--- src/rtl/run_det_pkg.sv ---
// -----------------------------------------------------------------------------
// run_det_pkg
// Shared definitions for the multi-channel run-length detector:
//   - phase_e     : per-channel run phase (IDLE / zero-run / one-run)
//   - LEN_MIN/MAX : legal range for the run-length parameters
//   - run_len()   : run length that asserts z for a given bit polarity
// -----------------------------------------------------------------------------
package run_det_pkg;

  typedef enum logic [1:0] {
    IDLE = 2'b00,
    ZRUN = 2'b01,
    ORUN = 2'b10
  } phase_e;

  localparam int unsigned LEN_MIN = 32'd1;
  localparam int unsigned LEN_MAX = 32'd255;

  // Run length required for polarity b (0 -> zero_len, 1 -> one_len).
  function automatic int unsigned run_len(input logic        b,
                                          input int unsigned zero_len,
                                          input int unsigned one_len);
    if (b) begin
      return one_len;
    end else begin
      return zero_len;
    end
  endfunction

endpackage

--- src/rtl/run_det_chan.sv ---
// -----------------------------------------------------------------------------
// run_det_chan
// One channel of the run-length detector. Tracks the current run polarity and
// its (saturating) length, and produces a Moore z/pol decode, a registered
// one-cycle hit pulse and a saturating hit counter.
// Ports:
//   clk      in   clock, rising edge
//   rst      in   asynchronous active-low reset
//   clr      in   synchronous clear (beats in_valid)
//   in_valid in   sample strobe; 0 = bubble, state holds
//   w        in   serial data bit
//   z        out  run of the required length is in progress
//   pol      out  polarity of the current run (1 = ones)
//   hit      out  one-cycle pulse on the cycle z rises for a run
//   hit_cnt  out  saturating count of hits
// -----------------------------------------------------------------------------
module run_det_chan
  import run_det_pkg::*;
#(
  parameter int unsigned ZERO_LEN = 4,
  parameter int unsigned ONE_LEN  = 4,
  parameter int unsigned CNT_W    = 8,
  parameter int unsigned RW       = 3
) (
  input  logic             clk,
  input  logic             rst,
  input  logic             clr,
  input  logic             in_valid,
  input  logic             w,
  output logic             z,
  output logic             pol,
  output logic             hit,
  output logic [CNT_W-1:0] hit_cnt
);

  localparam logic [CNT_W-1:0] CNT_MAX = {CNT_W{1'b1}};

  phase_e           phase_q, phase_d;
  logic [RW-1:0]    run_q, run_d;
  logic             hit_q, hit_d;
  logic [CNT_W-1:0] cnt_q, cnt_d;

  logic             cur_pol_s;
  logic             cur_z_s;
  logic             nxt_z_s;

  // Target length for a polarity, narrowed to the run counter width.
  function automatic logic [RW-1:0] len_of(input logic b);
    return RW'(run_len(b, ZERO_LEN, ONE_LEN));
  endfunction

  // State register: phase, run length, hit pulse and hit counter.
  always_ff @(posedge clk or negedge rst) begin
    if (!rst) begin
      phase_q <= IDLE;
      run_q   <= '0;
      hit_q   <= 1'b0;
      cnt_q   <= '0;
    end else begin
      phase_q <= phase_d;
      run_q   <= run_d;
      hit_q   <= hit_d;
      cnt_q   <= cnt_d;
    end
  end

  // Next-state logic: clear, bubble hold, or advance on a valid sample.
  always_comb begin
    phase_d = phase_q;
    run_d   = run_q;
    hit_d   = 1'b0;
    cnt_d   = cnt_q;
    nxt_z_s = 1'b0;

    if (clr) begin
      phase_d = IDLE;
      run_d   = '0;
      hit_d   = 1'b0;
      cnt_d   = '0;
    end else if (in_valid) begin
      if ((phase_q == IDLE) || (w != cur_pol_s)) begin
        // New run starts with this bit.
        phase_d = w ? ORUN : ZRUN;
        run_d   = RW'(1);
      end else if (run_q >= len_of(w)) begin
        // Run already at target length: hold there instead of wrapping.
        run_d   = len_of(w);
      end else begin
        run_d   = run_q + RW'(1);
      end

      // Next phase is never IDLE here and its polarity is w.
      nxt_z_s = (run_d == len_of(w));
      // A polarity flip straight into a full run (length 1) is a new hit.
      hit_d   = nxt_z_s && (!cur_z_s || (w != cur_pol_s));

      if (hit_d && (cnt_q != CNT_MAX)) begin
        cnt_d = cnt_q + {{(CNT_W-1){1'b0}}, 1'b1};
      end else begin
        cnt_d = cnt_q;
      end
    end else begin
      hit_d = 1'b0;
    end
  end

  // Output decode: Moore z/pol purely from the registered state.
  always_comb begin
    cur_pol_s = (phase_q == ORUN);
    cur_z_s   = (phase_q != IDLE) && (run_q == len_of(cur_pol_s));
  end

  assign z       = cur_z_s;
  assign pol     = cur_pol_s;
  assign hit     = hit_q;
  assign hit_cnt = cnt_q;

endmodule

--- src/rtl/run_length_detector.sv ---
// -----------------------------------------------------------------------------
// run_length_detector
// CH independent run-length detectors sharing clock, reset, clear and the
// sample strobe. Each channel asserts z while a run of ZERO_LEN zeros or
// ONE_LEN ones is in progress.
// Ports:
//   clk      in   clock, rising edge
//   rst      in   asynchronous active-low reset
//   clr      in   synchronous clear of all channels and counters
//   in_valid in   sample strobe common to all channels
//   w        in   [CH]        serial data, bit i = channel i
//   z        out  [CH]        run detected
//   pol      out  [CH]        run polarity (1 = ones)
//   hit      out  [CH]        one-cycle pulse when z rises for a run
//   hit_cnt  out  [CH*CNT_W]  saturating hit counters, ch i at [i*CNT_W +: CNT_W]
// -----------------------------------------------------------------------------
module run_length_detector
  import run_det_pkg::*;
#(
  parameter int unsigned CH       = 1,
  parameter int unsigned ZERO_LEN = 4,
  parameter int unsigned ONE_LEN  = 4,
  parameter int unsigned CNT_W    = 8
) (
  input  logic                clk,
  input  logic                rst,
  input  logic                clr,
  input  logic                in_valid,
  input  logic [CH-1:0]       w,
  output logic [CH-1:0]       z,
  output logic [CH-1:0]       pol,
  output logic [CH-1:0]       hit,
  output logic [CH*CNT_W-1:0] hit_cnt
);

  localparam int unsigned MAX_RUN = (ZERO_LEN > ONE_LEN) ? ZERO_LEN : ONE_LEN;
  // Run counter must hold the largest target length itself.
  localparam int unsigned RW      = $clog2(MAX_RUN + 1);

  if ((CH < 1) || (CNT_W < 1) ||
      (ZERO_LEN < LEN_MIN) || (ZERO_LEN > LEN_MAX) ||
      (ONE_LEN  < LEN_MIN) || (ONE_LEN  > LEN_MAX)) begin : g_bad_params
    $error("run_length_detector: illegal parameters CH=%0d CNT_W=%0d ZERO_LEN=%0d ONE_LEN=%0d",
           CH, CNT_W, ZERO_LEN, ONE_LEN);
  end

  for (genvar i = 0; i < CH; i++) begin : g_chan
    run_det_chan #(
      .ZERO_LEN (ZERO_LEN),
      .ONE_LEN  (ONE_LEN),
      .CNT_W    (CNT_W),
      .RW       (RW)
    ) u_chan (
      .clk      (clk),
      .rst      (rst),
      .clr      (clr),
      .in_valid (in_valid),
      .w        (w[i]),
      .z        (z[i]),
      .pol      (pol[i]),
      .hit      (hit[i]),
      .hit_cnt  (hit_cnt[i*CNT_W +: CNT_W])
    );
  end

endmodule

--- config.mk ---
export PLATFORM = sky130hd
export DESIGN_NAME = run_length_detector
export DESIGN_NICKNAME = d
export VERILOG_FILES = /design/src/rtl/run_det_pkg.sv /design/src/rtl/run_det_chan.sv /design/src/rtl/run_length_detector.sv
export SDC_FILE = /design/constraint.sdc
export NUM_CORES = 1
export LEC_CHECK = 0
export CAP_MARGIN = 20
export CORE_MARGIN = 8
export CORE_UTILIZATION = 50
export CTS_CLUSTER_SIZE = 12
export DETAILED_ROUTE_END_ITERATION = 7
export DONT_BUFFER_PORTS = 1
export PLACE_DENSITY = 0.71
export SYNTH_ARGS = -nofsm -noshare
export SYNTH_HDL_FRONTEND = slang
export SYNTH_HIERARCHICAL = 1
export SYNTH_SLANG_ARGS = --single-unit
--- constraint.sdc ---
create_clock -name clk -period 2.45 [get_ports clk]
set_input_delay 0.1225 -clock clk [delete_from_list [all_inputs] [get_ports clk]]
set_output_delay 0.1225 -clock clk [all_outputs]
set_load 0.02 [all_outputs]
After elaboration in Yosys (flattened, before gate mapping)
Cells that the tools add are included.

Output and inout bits: 11. Logic and storage cells: 45. Register bits after elaboration: 14. Input bits: 5.

Reductions and logical operators: 13. Eq/ne operators: 5. Add/subtract/negate cells: 2. Mux-type cells: 20. Magnitude comparators: 1.

Operator list (count): 3-bit 2-to-1 mux (11); 8-bit 2-to-1 mux (3); 8-bit by 1-bit adder with 8-bit output (second input constant) (1); 2-bit 2-to-1 mux (4); 8-bit != test (second input constant) (1); 2-bit nonzero test (4); 2-bit AND reduction (2); 3-bit by 1-bit adder with 3-bit output (second input constant) (1); 3-bit == test (1); 3-bit == test (second input constant) (1); 3-bit >= comparator (1); 1-bit logical AND (3); 2-bit == test (second input constant) (1); 2-bit logical NOT (1); 1-bit logical OR (2); 1-bit 2-to-1 mux (2); 1-bit logical NOT (1); 1-bit != test (1).

Depth between registers and ports, before layout
Gate-level depths: netlist of run 1.

Depth in word-level cells: 17. Gate-level depth with buffers: 7. Gate-level depth less buffers: 6.

Worst setup path after synthesis of run 1
No wires, ideal clock.

Kind: register to register. Start point: register g_chan[0].u_chan.run_q[0]. End point: register g_chan[0].u_chan.cnt_q[5]. Cell stages (with the launch flop): 7. Buffers on the path: 0. Required time: 2.325 ns. Setup time: 0.125 ns. Period minus slack after synthesis: 2.195 ns. Slack: 0.255 ns. Arrival: 2.070 ns. Cell sequence: dfrtp_1 -> inv_1 -> ha_1 -> or3b_1 -> a221o_1 -> nor4_1 -> mux2_2.

Longest elaborated chain between the ends: 10. Elaborated cells between the ends (all ways): 15. Classes of those cells: add/sub: 1; order compare: 1; eq/ne: 2; mux: 4; reduce/logical: 7.

Ends and longest elaborated chain: start: declaration (line run_det_chan.sv:39) `logic [RW-1:0] run_q, run_d;`; start signal: assignment (line run_det_chan.sv:61) `run_q <= run_d;`; 3-bit by 1-bit adder with 3-bit output or 3-bit >= comparator (tied branches) (line run_det_chan.sv:89, run_det_chan.sv:85); 3-bit 2-to-1 mux (line run_det_chan.sv:85) `end else if (run_q >= len_of(w)) begin`; 3-bit 2-to-1 mux (line run_det_chan.sv:81) `if ((phase_q == IDLE) || (w != cur_pol_s)) begin`; 3-bit 2-to-1 mux (line run_det_chan.sv:80) `end else if (in_valid) begin`; 3-bit 2-to-1 mux (line run_det_chan.sv:75) `if (clr) begin`; 3-bit == test (line run_det_chan.sv:93) `nxt_z_s = (run_d == len_of(w));`; 1-bit logical AND (*) (line run_det_chan.sv:95) `hit_d = nxt_z_s && (!cur_z_s || (w != cur_pol_s));`; 1-bit logical AND (*) (line run_det_chan.sv:97) `if (hit_d && (cnt_q != CNT_MAX)) begin`; 2-bit nonzero test (no line) (*); 2-bit AND reduction (no line) (*); end signal: assignment (line run_det_chan.sv:63) `cnt_q <= cnt_d;`; end: declaration (line run_det_chan.sv:41) `logic [CNT_W-1:0] cnt_q, cnt_d;`.

Every way passes the cells marked *; elsewhere a longest branch is shown, timed or not. The select of a mux whose other input is x is not followed. A chain may end at the register's enable or synchronous reset.

Worst setup path in the final report of run 1
Start point: register g_chan[0].u_chan.run_q[1]. End point: register g_chan[0].u_chan.cnt_q[1].

Same word-level chain as after synthesis.

==> metrics.yaml, run 1 <==
die:
  boundaryPins: 16
  dieArea_um2: 3026
  die_h_um: 55.01
  core_um2: 1471
  die_x_um: 55.01
  rows: 14
  start_util_pct: 51.70
routing:
  vias_per_cell: 6.380
  first_pass_iters: 4
  first_iter_violations: 14
  antenna_left: 0
  vias: 638
  post-route-drc-count: 0
  wl_per_cell_um: 16.54
  wl_mm: 1.654
global_routing:
  antenna_found_initial: 0
  grt_pass1_vias: 633
  grt_max_degree: 15
  track_usage_pct: 12.45
  grt_pass1_wl_mm: 2.822
  overflow: 0
worst_setup_path:
  cpMaxStageDelayCell: "a221o_2"
  arrival_ns: 2.55
  timing.rr.end: "g_chan[0].u_chan/hit_cnt[1]"
  r2r_setup_slack_ns: 0.09
  crit_end: "g_chan[0].u_chan/hit_cnt[1]"
  end_kind: "flip-flop"
  required_ns: 2.64
  startpoint: "g_chan[0].u_chan/run_q[1]"
  path_cells: "inv_1, ha_1, or3b_1, a221o_2, buf_4, or3b_2, a21oi_1"
  reg2reg_depth: 7
  slowest_delay_ns: 0.47
  r2r-start: "g_chan[0].u_chan/run_q[1]"
  critPathMaxFanout: 12
  critPathKind: "flip-flop to flip-flop"
  critical_path.startpoint_type: "flip-flop"
logic_synthesis:
  yosys.area.top_type: "dfrtp_1"
  yosysWarnings: 6
  synth.area.top_cells: "dfrtp_1, ha_1, a21oi_1, o21ai_0, o41ai_1"
  synth_seq_cells: 14
  yosysUniqueCellTypes: 29
  syn-num-nets: 87
  synth_top_area_share_pct: 46.05
  syn-cell-area_um2: 760.7
  synth_area_per_cell_um2: 9.629
  ys_seq_area_share_pct: 46.05
  syn_inst: 79
run:
  cap_violations: 0
layout:
  antenna_cells: 0
  nNetsFinal: 94
  syn_to_final_growth_pct: 10.86
  fin_cells: 100
  final_cell_mix: "dfrtp_1, a21oi_1, inv_1, o21ai_0, nor2_1"
  final_cell_area_um2: 843.3
  drive_gt1_share_pct: 11.90
  final_common_cell: "dfrtp_1"
  final_util_pct: 57.31
place:
  dp.final_hpwl_mm: 1.169
  dp_slack_ns: 0.07611
  dpl_cell_area_um2: 783.3
  place_inst: 94
  portBuffers: 0
  gp_congestion: 0.8145
status:
  status: "finished clean"
timing:
  timing_hold_violations_final: 0
  setup_viol_count_final: 0
  rsz0062_at_grt: "no"
  fin_crit_sh_pct: 96.15
  slew_violations: 0
  skew_ns: 0.004643
  slew_headroom_pct: 56.90
  min_period_ns: 2.356
  fin_tns_setup_ns: 0
  max_clock_freq_ghz: 0.4245
  fin_ws_ns: 0.09442
  worst_pin_slew_ns: 0.6444
cts:
  cts_buffers: 3
  cts_setup_buffers: 0
  clock-sinks: 14
  cts.clk_slew.worst_paths_ns: 0.07
  root_buffer: "clkbuf_4"
  cts_tree: "done"
  insertion_delay_ns: 0.27
  clockBufferDepth: 2
  cts-htree-levels: 1
hold_path:
  hold_start: "w"
  hold_class: "input port to flip-flop"
pwr:
  leakagePower_nw: 0.3467
  pwr_density_cell_nw_per_um2: 462.8
  vdd_drop_max_mv: 0.2341
[routing by layer]
layer	vias to the layer above	track usage, %	routed length (um)
met4	0	4.800	19
met1	304	14.84	725
met3	4	4.545	151
met2	19	20.00	757
met5	-	0	0
li1	311	-	-
[through the flow]
stage / hold slack [ns] / power (mW)
after global placement: -0.1728 / 0.2619
after global routing: 0.04741 / 0.4120
after floorplan: -0.1731 / 0.2592
after CTS: 0.009921 / 0.3966
after detailed placement: -0.1727 / 0.2630
final: 0.02436 / 0.3903
[power by group]
group	internal [mW]	switching [mW]
Combinational	0.0134	0.0178
Clock	0.0568	0.0647
Sequential	0.234	0.00313
Total	0.305	0.0857
[registers in the layout (all words and copies together) (netlist names)]
register / cells
g_chan.u_chan/phase_q: 2
g_chan.u_chan/run_q: 3
g_chan.u_chan/hit_cnt: 8
g_chan.u_chan/hit: 1
[how the worst min path moves through the flow]
stage	endpoint	slack, ns	cells past startpoint
floorplan	g_chan[0].u_chan/hit	-0.17	0
global placement	g_chan[0].u_chan/hit_cnt[5]	-0.17	0
detailed placement	g_chan[0].u_chan/hit_cnt[5]	-0.17	0
CTS	g_chan[0].u_chan/phase_q[1]	0.01	2
global route	g_chan[0].u_chan/run_q[0]	0.05	1
finish	g_chan[0].u_chan/phase_q[1]	0.02	2
[synth_stat cells]
library cell and number:
dfrtp_1 14, a21oi_1 7, inv_1 6, o21ai_0 6
nor2_1 5, nand3_1 4, ha_1 3, nand2_1 3
o41ai_1 3, or4_1 3, clkbuf_1 2, nand2b_1 2
nand3b_1 2, nor2b_1 2, o311ai_0 2, o31ai_1 2
a211oi_1 1, a221o_1 1, a2bb2oi_1 1, and2_1 1
buf_2 1, mux2_2 1, nand4_1 1, nor4_1 1
o211a_1 1, o221a_2 1, or3_1 1, or3b_1 1
or3b_2 1
[worst max-delay path: cells and delay by family, from the launching register on]
kind / cells / cell delay [ns]
adders and majority gates: 1 / 0.28
DFF: 1 / 0.37
buffers and inverters: 2 / 0.23
AOI/OAI and AO/OA: 2 / 0.59
and+or+nand+nor: 2 / 0.80
[logic make-up after synthesis]
group / synth area share (%)
and+or+nand+nor: 20.40
AOI/OAI and AO/OA: 22.53
DFF: 46.05
adders and majority gates: 4.935
muxes: 1.480
buffers and inverters: 4.605
[cell type report]
class	instances	area [um^2]
tap	16	20.02
clock buffer	3	22.52
inverter	6	22.52
timing repair buffer	5	45.04
multi-input combinational	56	382.9
fill	135	628.1
sequential	14	350.3
[repair_timing]
action / in CTS / in global routing
endpoints found under the setup margin: 0 / 3
hold buffers: 3 / 0
resized for setup: 0 / 2
endpoints found under the hold margin: 25 / 0
Power figures use the tool's default switching activity.
==> run 2: changes to the inputs <==
--- a/config.mk
+++ b/config.mk
@@ -8,10 +8,11 @@
 export CAP_MARGIN = 20
 export CORE_MARGIN = 8
 export CORE_UTILIZATION = 50
+export CTS_BUF_LIST = sky130_fd_sc_hd__clkbuf_4 sky130_fd_sc_hd__clkbuf_8 sky130_fd_sc_hd__clkbuf_16
 export CTS_CLUSTER_SIZE = 12
 export DETAILED_ROUTE_END_ITERATION = 7
 export DONT_BUFFER_PORTS = 1
-export PLACE_DENSITY = 0.71
+export PLACE_DENSITY_LB_ADDON = 0.15
 export SYNTH_ARGS = -nofsm -noshare
 export SYNTH_HDL_FRONTEND = slang
 export SYNTH_HIERARCHICAL = 1
==> run 2 against run 1 <==
Net effect: sequential share of layout area is 0.49 points lower; die area stayed put; routed wire length is 1.1% higher; sequential power hardly changed; critical path type unchanged; largest power group unchanged.
==> metrics.yaml, run 2 (synthesis gave the netlist of run 1 again) <==
worst_setup_path:
  required_ns: 2.65  # about the same
  arrival_ns: 2.51  # -0.04 ns
  critPathMaxFanout: 7  # -5
  r2r_setup_slack_ns: 0.14  # +0.05 ns
  end_kind: "flip-flop"
  startpoint: "g_chan[0].u_chan/run_q[1]"
  timing.rr.end: "g_chan[0].u_chan/hit_cnt[1]"
  reg2reg_depth: 7  # unchanged
  critical_path.startpoint_type: "flip-flop"
  critPathKind: "flip-flop to flip-flop"
  r2r-start: "g_chan[0].u_chan/run_q[1]"
timing:
  max_clock_freq_ghz: 0.4332  # +2.1%
  timing_hold_violations_final: 0  # unchanged
  setup_viol_count_final: 0  # unchanged
  skew_ns: 0.004866  # +0.0002229 ns
  fin_ws_ns: 0.1418  # +0.04735 ns
  fin_tns_setup_ns: 0  # unchanged
  rsz0062_at_grt: "no"
  slew_violations: 0  # unchanged
  min_period_ns: 2.308  # -0.04735 ns
  worst_pin_slew_ns: 0.6397  # -0.004635 ns
  slew_headroom_pct: 57.21  # +0.31 points
  fin_crit_sh_pct: 94.21  # -1.9 points
cts:
  cts.clk_slew.worst_paths_ns: 0.07  # about the same
  root_buffer: "clkbuf_4"
  insertion_delay_ns: 0.28  # about the same
  clock-sinks: 14  # unchanged
  cts-htree-levels: 1  # unchanged
  cts_tree: "done"
  cts_setup_buffers: 0  # unchanged
  cts_buffers: 3  # unchanged
  clockBufferDepth: 2  # unchanged
pwr:
  pwr_density_cell_nw_per_um2: 464.1  # +0.27%
  pwr-share-clk_pct: 31.8  # +0.7 points
  switching_share_pct: 22.80  # +0.86 points
  p_int_uw: 305.7  # +0.35%
  p_comb_share_pct: 8.2  # +0.2 points
  leakagePower_nw: 0.3545  # +2.2%
  pwr-share-seq_pct: 60.0  # -0.9 points
  power.switching_uw: 90.29  # +5.4%
  vdd_drop_max_mv: 0.2681  # +15%
global_routing:
  grt_pass1_vias: 577  # -8.8%
  grt_pass1_wl_mm: 2.711  # -3.9%
  antenna_found_initial: 0  # unchanged
  grt_max_degree: 15  # unchanged
  track_usage_pct: 12.48  # +0.034 points
  overflow: 0  # unchanged
status:
  status: "finished clean"
place:
  gp_congestion: 0.8339  # +2.4%
  dp.final_hpwl_mm: 1.151  # -1.5%
  dp_slack_ns: 0.1546  # +0.07847 ns
  portBuffers: 0  # unchanged
hold_path:
  hold_start: "in_valid"
  min_path_cells: 2  # unchanged
  hold_class: "input port to flip-flop"
  holdPathEnd: "g_chan[0].u_chan/phase_q[0]"
layout:
  antenna_cells: 0  # unchanged
  final_cell_mix: "dfrtp_1, a21oi_1, inv_1, o21ai_0, nor2_1"
  nNetsFinal: 96  # +2.1%
  final_util_pct: 57.99  # +0.68 points
  syn_to_final_growth_pct: 12.17
  largest_register_ffs: 8  # unchanged
  drive_gt1_share_pct: 10.47  # -1.4 points
  final_common_cell: "dfrtp_1"
routing:
  antenna_left: 0  # unchanged
  vias: 655  # +2.7%
  post-route-drc-count: 0  # unchanged
  first_pass_iters: 4  # unchanged
  vias_per_cell: 6.422  # +0.65%
  first_iter_violations: 13  # -1
  wl_mm: 1.672  # +1.1%
  wl_per_cell_um: 16.39  # -0.89%
run:
  cap_violations: 0  # unchanged
die:
  boundaryPins: 16  # unchanged
  die_x_um: 55.01  # unchanged
  start_util_pct: 51.70  # unchanged
  rows: 14  # unchanged
  core_um2: 1471  # unchanged
  dieArea_um2: 3026  # unchanged
  die_h_um: 55.01  # unchanged
[run 2: worst max path at each step]
stage / cells past startpoint / end
final: 7 / g_chan[0].u_chan/hit_cnt[1]
after global routing: 7 / g_chan[0].u_chan/hit_cnt[1]
after CTS: 7 / g_chan[0].u_chan/hit_cnt[1]
after detailed placement: 7 / g_chan[0].u_chan/hit_cnt[1]
after global placement: 7 / g_chan[0].u_chan/hit_cnt[1]
after floorplan: 6 / g_chan[0].u_chan/hit_cnt[5]
[run 2: metrics by stage]
| stage | hold WS, ns | cell area, um^2 | std cells | total power, mW |
|---|---|---|---|---|
| finish | 0.02532 | 853.3 | 102 | 0.3960 |
| global route | 0.01371 | 853.3 | 102 | 0.4200 |
| CTS | 0.02032 | 853.3 | 102 | 0.4039 |
| detailed placement | -0.1727 | 790.8 | 95 | 0.2624 |
| global placement | -0.1727 | 790.8 | 95 | 0.2623 |
| floorplan | -0.1731 | 760.7 | 79 | 0.2592 |
[run 2: final cells by class]
class,instances,area [um^2]
inverters,6,22.52
multi-input cells,56,375.4
clock buffers,3,22.52
flip-flops and latches,14,350.3
repair buffers,7,62.56
fillers,134,618.1
well taps,16,20.02
[run 2: critical path, stage by stage, from the launching register on]
cell and delay [ns]:
dfrtp_1 0.37, inv_1 0.05, ha_1 0.28, or3b_1 0.37
a221o_1 0.41, buf_4 0.19, or3b_2 0.43, a21oi_1 0.13
[run 2: power groups by stage]
stage	Sequential [mW]	Clock, mW	Combinational [mW]
5_1_grt	0.238	0.145	0.0371
3_3_place_gp	0.242	0	0.0201
6_report	0.238	0.126	0.0326
2_1_floorplan	0.242	0	0.0172
3_5_place_dp	0.242	0	0.0201
4_1_cts	0.238	0.133	0.0328
[run 2: routing by layer]
metal | share of wire, % | routed length, um | track usage [%] | vias up
met5 | 0 | 0 | 0 | -
met4 | 1.6 | 27 | 8.000 | 0
met3 | 9.9 | 165 | 5.348 | 2
met2 | 44 | 737 | 17.55 | 18
met1 | 44 | 741 | 15.28 | 319
li1 | - | - | - | 316
[run 2: what timing repair did]
action                                  in CTS  in global routing
hold buffers                                 4                  0
hold endpoints to repair                    25                  0
resized for setup                            0                  1
endpoints found under the setup margin       0                  1
